===== config.mk =====
export PLATFORM = sky130hd
export DESIGN_NAME = qsys_slave_mem
export DESIGN_NICKNAME = d
export VERILOG_FILES = /design/src/rtl/qsys_pkg.sv /design/src/rtl/qsys_rd_pipe.sv /design/src/rtl/qsys_slave_mem.sv
export SDC_FILE = /design/constraint.sdc
export NUM_CORES = 1
export LEC_CHECK = 0
export BUFFER_PORTS_ARGS = -buffer_cell sky130_fd_sc_hd__buf_2
export CAP_MARGIN = 15
export CORE_UTILIZATION = 55
export CTS_BUF_LIST = sky130_fd_sc_hd__clkbuf_8
export CTS_CLUSTER_DIAMETER = 80
export DETAILED_ROUTE_END_ITERATION = 12
export HOLD_SLACK_MARGIN = 0.08
export PLACE_DENSITY = 0.79
export SLEW_MARGIN = 20
export SYNTH_ARGS = -nofsm -noshare
export SYNTH_HDL_FRONTEND = slang
export SYNTH_SLANG_ARGS = --single-unit

===== constraint.sdc =====
create_clock -name clk -period 8.8 [get_ports clk]
set_input_delay 0 -clock clk [delete_from_list [all_inputs] [get_ports clk]]
set_output_delay 0 -clock clk [all_outputs]
set_load 0.005 [all_outputs]

===== src/rtl/qsys_pkg.sv =====
// Shared constants and helpers for the qsys slave/master traffic blocks.
package qsys_pkg;

    localparam int QSYS_CNT_W = 16;

    function automatic int qsys_addr_w(input int depth);
        return $clog2(depth);
    endfunction

endpackage


===== src/rtl/qsys_rd_pipe.sv =====
// Fixed-latency valid/data delay line for read responses.
module qsys_rd_pipe #(
    parameter int LAT = 2,
    parameter int W   = 32
) (
    input  logic           clk,
    input  logic           rst_n,
    input  logic           vld_i,
    input  logic [W-1:0]   data_i,
    output logic [LAT-1:0] vld_o,
    output logic [W-1:0]   data_o
);

    logic [LAT-1:0]        vld_q;
    logic [LAT-1:0][W-1:0] data_q;

    // Data only advances with its valid bit, so the last stage holds between responses.
    always_ff @(posedge clk or negedge rst_n) begin
        if (!rst_n) begin
            vld_q  <= '0;
            data_q <= '0;
        end else begin
            vld_q[0] <= vld_i;
            if (vld_i) data_q[0] <= data_i;
            for (int i = 1; i < LAT; i++) begin
                vld_q[i] <= vld_q[i-1];
                if (vld_q[i-1]) data_q[i] <= data_q[i-1];
            end
        end
    end

    assign vld_o  = vld_q;
    assign data_o = data_q[LAT-1];

endmodule


===== src/rtl/qsys_slave_mem.sv =====
// Avalon-MM slave with a small word memory, fixed-latency reads, pending-read
// backpressure and saturating per-direction transaction counters.
module qsys_slave_mem
    import qsys_pkg::*;
#(
    parameter int WIDTH        = 32,
    parameter int ADDR_WIDTH   = 32,
    parameter int DEPTH        = 16,
    parameter int READ_LATENCY = 2,
    parameter int MAX_PENDING  = 2,
    parameter int NUM_TXNS     = 100
) (
    input  logic                  clk,
    input  logic                  rst,
    input  logic [WIDTH-1:0]      writedata,
    input  logic [ADDR_WIDTH-1:0] address,
    input  logic                  write,
    input  logic                  read,
    output logic [WIDTH-1:0]      readdata,
    output logic                  readdatavalid,
    output logic                  waitrequest,
    output logic [QSYS_CNT_W-1:0] rd_count,
    output logic [QSYS_CNT_W-1:0] wr_count,
    output logic                  err,
    output logic                  done
);

    localparam int AW = qsys_addr_w(DEPTH);
    localparam int PW = $clog2(MAX_PENDING + 1);

    logic [DEPTH-1:0][WIDTH-1:0] mem_q;
    logic [READ_LATENCY-1:0]     vld_pipe;
    logic [PW-1:0]               pend_q, pend_d;
    logic [QSYS_CNT_W-1:0]       rd_cnt_q, rd_cnt_d, wr_cnt_q, wr_cnt_d;
    logic                        err_q, err_d, done_q, done_d;
    logic [QSYS_CNT_W:0]         total_d;
    logic                        acc_wr, acc_rd, retire;
    logic [AW-1:0]               idx;
    logic                        unused_addr;

    assign idx         = address[AW-1:0];
    assign unused_addr = ^address;
    assign waitrequest = (pend_q == PW'(MAX_PENDING));
    assign acc_wr      = write & ~waitrequest;
    assign acc_rd      = read & ~write & ~waitrequest;

    always_ff @(posedge clk or negedge rst) begin
        if (!rst)        mem_q      <= '0;
        else if (acc_wr) mem_q[idx] <= writedata;
    end

    qsys_rd_pipe #(
        .LAT (READ_LATENCY),
        .W   (WIDTH)
    ) u_rd_pipe (
        .clk    (clk),
        .rst_n  (rst),
        .vld_i  (acc_rd),
        .data_i (mem_q[idx]),
        .vld_o  (vld_pipe),
        .data_o (readdata)
    );

    assign readdatavalid = vld_pipe[READ_LATENCY-1];

    // A read stops counting as pending on the edge that presents it on readdatavalid.
    generate
        if (READ_LATENCY == 1) begin : g_ret_direct
            assign retire = acc_rd;
        end else begin : g_ret_pipe
            assign retire = vld_pipe[READ_LATENCY-2];
        end
    endgenerate

    always_comb begin
        pend_d = pend_q;
        if (acc_rd && !retire)      pend_d = pend_q + PW'(1);
        else if (!acc_rd && retire) pend_d = pend_q - PW'(1);

        rd_cnt_d = rd_cnt_q;
        if (acc_rd && rd_cnt_q != '1) rd_cnt_d = rd_cnt_q + QSYS_CNT_W'(1);
        wr_cnt_d = wr_cnt_q;
        if (acc_wr && wr_cnt_q != '1) wr_cnt_d = wr_cnt_q + QSYS_CNT_W'(1);

        err_d   = err_q | (write & read & ~waitrequest);
        total_d = {1'b0, rd_cnt_d} + {1'b0, wr_cnt_d};
        done_d  = done_q | (total_d >= (QSYS_CNT_W+1)'(NUM_TXNS));
    end

    always_ff @(posedge clk or negedge rst) begin
        if (!rst) begin
            pend_q   <= '0;
            rd_cnt_q <= '0;
            wr_cnt_q <= '0;
            err_q    <= 1'b0;
            done_q   <= 1'b0;
        end else begin
            pend_q   <= pend_d;
            rd_cnt_q <= rd_cnt_d;
            wr_cnt_q <= wr_cnt_d;
            err_q    <= err_d;
            done_q   <= done_d;
        end
    end

    assign rd_count = rd_cnt_q;
    assign wr_count = wr_cnt_q;
    assign err      = err_q;
    assign done     = done_q;

endmodule


# Word level (Yosys, flattened, before mapping)
# Cells that the tools add are included.
# totals
in_bits	68
ff_bits	614
word_cells	61
out_inout_bits	68
# classes
muxes	9
eq_ne	3
bitwise	9
magnitude_cmp	3
reduce_logical	8
add_sub_neg	5
# op_table
cell	count
bitwise mux 512 bit	1
binary-select mux 32 bit (select 4 bit)	1
demux 32 bit (select 4 bit)	1
2-to-1 mux 32 bit	2
adder 16 x 1 -> 16 bit, second input constant	2
2-to-1 mux 16 bit	2
inequality test 16 bit, second input constant	2
adder 16 x 16 -> 17 bit	1
greater-or-equal comparator 17 x 7 -> 1 bit, second input constant	1
AND 1 bit	5
logical AND 1 bit	5
less-than comparator 4 x 5 -> 1 bit, second input constant	1
greater-or-equal comparator 4 x 1 -> 1 bit, second input constant	1
2-to-1 mux 2 bit	2
adder 2 x 1 -> 2 bit, second input constant	1
== test 2 bit, second input constant	1
zero test 1 bit	2
NOT 1 bit	2
OR 1 bit	2
nonzero test 2 bit	1
subtractor 2 x 1 -> 2 bit, second input constant	1

# Longest topological paths before layout
# logic_depth
word_depth	8
ltp_mapped	16
ltp_nobuf	16

# Hierarchy
# Synthesis repeated with hierarchy kept, for this count alone.
# unflattened
cells_unflattened	1778
area_unflattened_um2	28755.1
# modules_own_cells
module	n_inst	cells_each	seq_area_each_um2	area_each_um2
qsys_slave_mem	1	1608	13713.2	25774.7
qsys_rd_pipe	1	170	1651.6	2980.4

# Worst setup path after synthesis
# Ideal clock, no wire load.
# synth_path
kind	reg2reg
start	register rd_cnt_q[0], in the netlist rd_count[0]
end	register done_q, in the netlist done
n_path_buf	0
required_ps	8661
stages_incl_launch_ff	17
arrival_time_ps	3498
setup_time_ps	139
period_less_slack_ps	3636
setup_slack_ps	5164
cell_sequence	dfrtp_1 -> ha_1 -> nand4_1 -> or3_1 -> o21a_1 -> nand2_1 -> nor2_1 -> and3_1 -> xor2_1 -> ha_1 -> a2111oi_4 -> o21ai_2 -> a41oi_2 -> o21ai_0 -> nand3b_1 -> o21ai_1 -> or4_1
# synth_between
elab_chain_cells	6
elab_cells_between_ends	7
classes_between	add/sub (2); order compare (1); eq/ne (1); mux (1); bitwise (1); reduce/logical (1)
# synth_lines
item	line_no	text
from (decl)	qsys_slave_mem.sv:34	logic [QSYS_CNT_W-1:0] rd_cnt_q, rd_cnt_d, wr_cnt_q, wr_cnt_d;
from (signal assigned)	qsys_slave_mem.sv:99	rd_cnt_q <= rd_cnt_d;
parallel branches: the longest is 2 deep, another holds adder 16 x 1 -> 16 bit	-	
2-to-1 mux 16 bit (*)	qsys_slave_mem.sv:81	if (acc_rd && rd_cnt_q != '1) rd_cnt_d = rd_cnt_q + QSYS_CNT_W'(1);
net rd_cnt_d[6]	qsys_slave_mem.sv:34	
adder 16 x 16 -> 17 bit (*)	qsys_slave_mem.sv:86	total_d = {1'b0, rd_cnt_d} + {1'b0, wr_cnt_d};
greater-or-equal comparator 17 x 7 -> 1 bit (*)	qsys_slave_mem.sv:87	done_d = done_q | (total_d >= (QSYS_CNT_W+1)'(NUM_TXNS));
OR 1 bit (*)	qsys_slave_mem.sv:87	
net done_d	qsys_slave_mem.sv:35	logic err_q, err_d, done_q, done_d;
to (signal assigned)	qsys_slave_mem.sv:102	done_q <= done_d;
to (decl)	qsys_slave_mem.sv:35	
# Mark *: on every way through the listed nets, which the timed path passes.
# A chain may end at the register's enable or synchronous reset.

# Final worst setup path
# layout_path
start	register pend_q[1]
end	register done_q, in the netlist done
# layout_between
elab_chain_cells	8
elab_cells_between_ends	11
classes_between	add/sub (1); order compare (1); eq/ne (1); mux (2); bitwise (4); reduce/logical (2)
# layout_lines
item	line_no	text
from (decl)	qsys_slave_mem.sv:33	logic [PW-1:0] pend_q, pend_d;
from (signal assigned)	qsys_slave_mem.sv:98	pend_q <= pend_d;
== test 2 bit	qsys_slave_mem.sv:43	assign waitrequest = (pend_q == PW'(MAX_PENDING));
NOT 1 bit	qsys_slave_mem.sv:45	assign acc_rd = read & ~write & ~waitrequest;
AND 1 bit	qsys_slave_mem.sv:45	
logical AND 1 bit	qsys_slave_mem.sv:81	
2-to-1 mux 16 bit	qsys_slave_mem.sv:81	
net rd_cnt_d[6]	qsys_slave_mem.sv:34	
adder 16 x 16 -> 17 bit	qsys_slave_mem.sv:86	
greater-or-equal comparator 17 x 7 -> 1 bit	qsys_slave_mem.sv:87	
OR 1 bit	qsys_slave_mem.sv:87	
net done_d	qsys_slave_mem.sv:35	
# The timed path passes the listed nets, and every way through them passes these cells.

==> results.ini <==
[power_and_ir_drop]
clock_power_share=0.245
vdd_drop_max_uv=148
p_switching_mw=2.59
leakage_nw=13.9
power_density_nw_per_um2=306
combPwrFrac=0.262
swShare=0.271
seqPwrFrac=0.493
internal_power_mw=6.94

[detailed_routing]
met2_length_mm=31.0
wl_met3_mm=2.58
via_per_inst=5.98
drc_errors=0
met1_length_mm=25.6
top_layer_used=met5
post_drt_wl_per_cell_um=23.3
finalWirelength_mm=60.5
drtPass1Iterations=5
vias=15500
drtIter0Drc=928
final_antenna_net_count=0

[run]
maxCapViolations=0

[logic_synthesis]
synth.area.top_cells=dfrtp_1 55%, mux2_2 23%, mux4_2 13%
synth_top_family_by_area=multiplexers
async_flop_share=1.00
yosysWarnings=0
syn_inst=1739
ys.flop_type=dfrtp_1
netlist-cell-type-count=52
synth_fa_ha_area_frac=0.00924
avgSynthCellArea_um2=16.0
synth_compound_area_frac=0.0141
synth_mux_area_frac=0.362
synth_top_area_frac=0.551
synth_xor_area_frac=0.0122
synth-seq-area-share=0.551
synth_edf_count=0
yosys.area.top_type=dfrtp_1
syn-num-nets=1827
synth-seq-cells=614
synth-simple-area-share=0.0217
synth_area_um2=27900

[final_layout]
area_delta_synth_final_pct=11.7
multi_input_area_um2=11800
fillers=3616
drive_gt1_frac=0.530
diodes=0
final_common_cell=dfrtp_1
layout_common_cells=613 x dfrtp_1, 567 x mux2_2, 160 x mux4_2
nNetsFinal=1947
seqCellArea_um2=15400

[global_route]
track_usage=0.248
antenna_found_initial=3
grt_overflow_total=0
grt_pass1_wl_mm=97.4
grt_max_degree=173
grt_pass1_vias=16900

[setup_path]
cp-startpoint=pend_q[1]
r2r-start=pend_q[1]
r2r-end=done
arrival_ns=5.11
critPathCapture=done
critPathMaxFanout=36
end_kind=register
crit_path_start_kind=register
reg2regPathDepth=16
critical_path_class=register to register
reg2reg_setup_slack_ns=4.23
critPathRequiredTime_ns=9.34

[worst_hold_path]
hold_start=address[3]
hold_class=input port to register

[timing]
finalClockSkew_ns=0.0319
max_slew_margin=0.241
setup_viol=0
period_share=0.519
hold_viol=0
slew_viol_final=0
min_period_ns=4.57
worstMarginPinSlew_ns=1.13
holdWs_ns=0.267
max_clock_freq_ghz=0.219
finalSetupTns_ns=0
rsz0062_at_grt=no

[clock_network]
cts.sinks=614
cts_buffers=98
path_clk_slew_ns=0.06
cts_resized=0
cts_tree=yes
cts_buffer_depth=3
clock_latency_ns=0.67
htreeDepth=3
clockRootBuffer=clkbuf_8

[placement]
gp_congestion=0.816
io_buffers=107
dpl.hpwl_mm=35.6

[floorplanning]
die_x_um=227
pin_count=136
die-area_um2=51600
core_um2=50100
start_util=0.557
die_h_um=227
row_count=82

[outcome]
status=completed

## kinds of logic (layout without fill, tap and decap cells)
| family | after synthesis | after routing |
|---|---|---|
| AOI/OAI and AO/OA | 51 | 51 |
| xor gates and xnor gates | 39 | 39 |
| adders and majority gates | 20 | 20 |
| buffers and inverters | 165 | 355 |
| DFF | 614 | 614 |
| muxes | 738 | 738 |
| and+or+nand+nor | 112 | 112 |
## metrics by stage
step	util	worst slack (ns)	std cells	power, mW	cell area, um2
2_1_floorplan	-	5.16	1739	6.58	27900
3_3_place_gp	0.576	4.37	2392	7.02	28900
3_5_place_dp	0.576	4.26	2392	7.24	28900
4_1_cts	0.622	4.24	2601	9.60	31100
5_1_grt	0.622	4.01	2601	10.1	31200
6_report	0.622	4.23	2601	9.53	31200
## cells in the mapped netlist, types with 2 or more instances
cell and instances:
buf_2 61, o21ai_0 10, nand2b_1 5, a21oi_1 8, a211o_1 2, nand3b_1 5, o31ai_1 2, xnor2_1 24
buf_1 14, nor2_1 24, nand4_1 15, xor2_1 15, o21bai_1 2, clkbuf_1 48, o21a_1 4, nand2_1 24
and3_1 5, mux2_1 11, nor3b_2 2, and4_1 6, inv_1 7, buf_4 35, dfrtp_1 614, or3_1 2
a21o_1 4, mux4_2 160, nor3b_1 2, ha_1 19, nand3_1 9, o22ai_1 3, nor3_1 7, nor2b_1 3
mux2_2 567, o311ai_0 2
## power by group through the flow
stage	Clock, mW	Combinational (mW)	Sequential (mW)
final	2.33	2.50	4.70
after global routing	2.51	2.72	4.87
after CTS	2.38	2.52	4.70
after detailed placement	0	2.50	4.74
after global placement	0	2.38	4.63
after floorplan	0	2.08	4.50
## sequential cells by signal, indices dropped and copies added (netlist names)
signal,cells
rd_count,16
done,1
u_rd_pipe.data_q,32
u_rd_pipe.data_o,32
pend_q,2
err,1
wr_count,16
u_rd_pipe.vld_o,2
mem_q,512
## routing by layer
| metal | global-route usage | vias up |
|---|---|---|
| met2 | 0.413 | 358 |
| li1 | - | 6715 |
| met3 | 0.0421 | 102 |
| met5 | 0 | - |
| met4 | 0.0840 | 6 |
| met1 | 0.332 | 8362 |
## critical path: stages (launching register included)
cell and delay [ns]:
dfrtp_1 0.38, nor2b_1 0.19, nor3b_4 0.17, buf_4 0.58, o21a_1 0.29, nand2_1 0.18
nor2_1 0.19, and3_1 0.19, xor2_1 0.22, ha_1 0.35, a2111oi_4 0.39, o21ai_2 0.11
a41oi_2 0.30, o21ai_0 0.18, nand3b_1 0.11, o21ai_1 0.08, or4_1 0.52
## worst min-delay path by stage
stage,to,slack [ns],cells after the start
after floorplan,done,-0.30,0
after global placement,u_rd_pipe.data_o[16],0.06,1
after detailed placement,u_rd_pipe.data_o[16],0.07,1
after CTS,u_rd_pipe.data_q[23],0.20,4
after global routing,u_rd_pipe.data_q[23],0.25,4
final,u_rd_pipe.data_q[23],0.27,4
## what timing repair did
action                    CTS  global route
hold endpoints to repair  605             0
setup buffers               0             0
hold buffers               39             0
## cell type report
cell class | instances | share of cell area
inverter | 7 | 0.000843
clock buffer | 122 | 0.0539
multi-input combinational | 960 | 0.379
tap | 672 | 0.0270
sequential | 614 | 0.493
clock inverter | 48 | 0.00675
timing repair buffer | 178 | 0.0394
No activity file was read; power rests on OpenSTA's default activity.
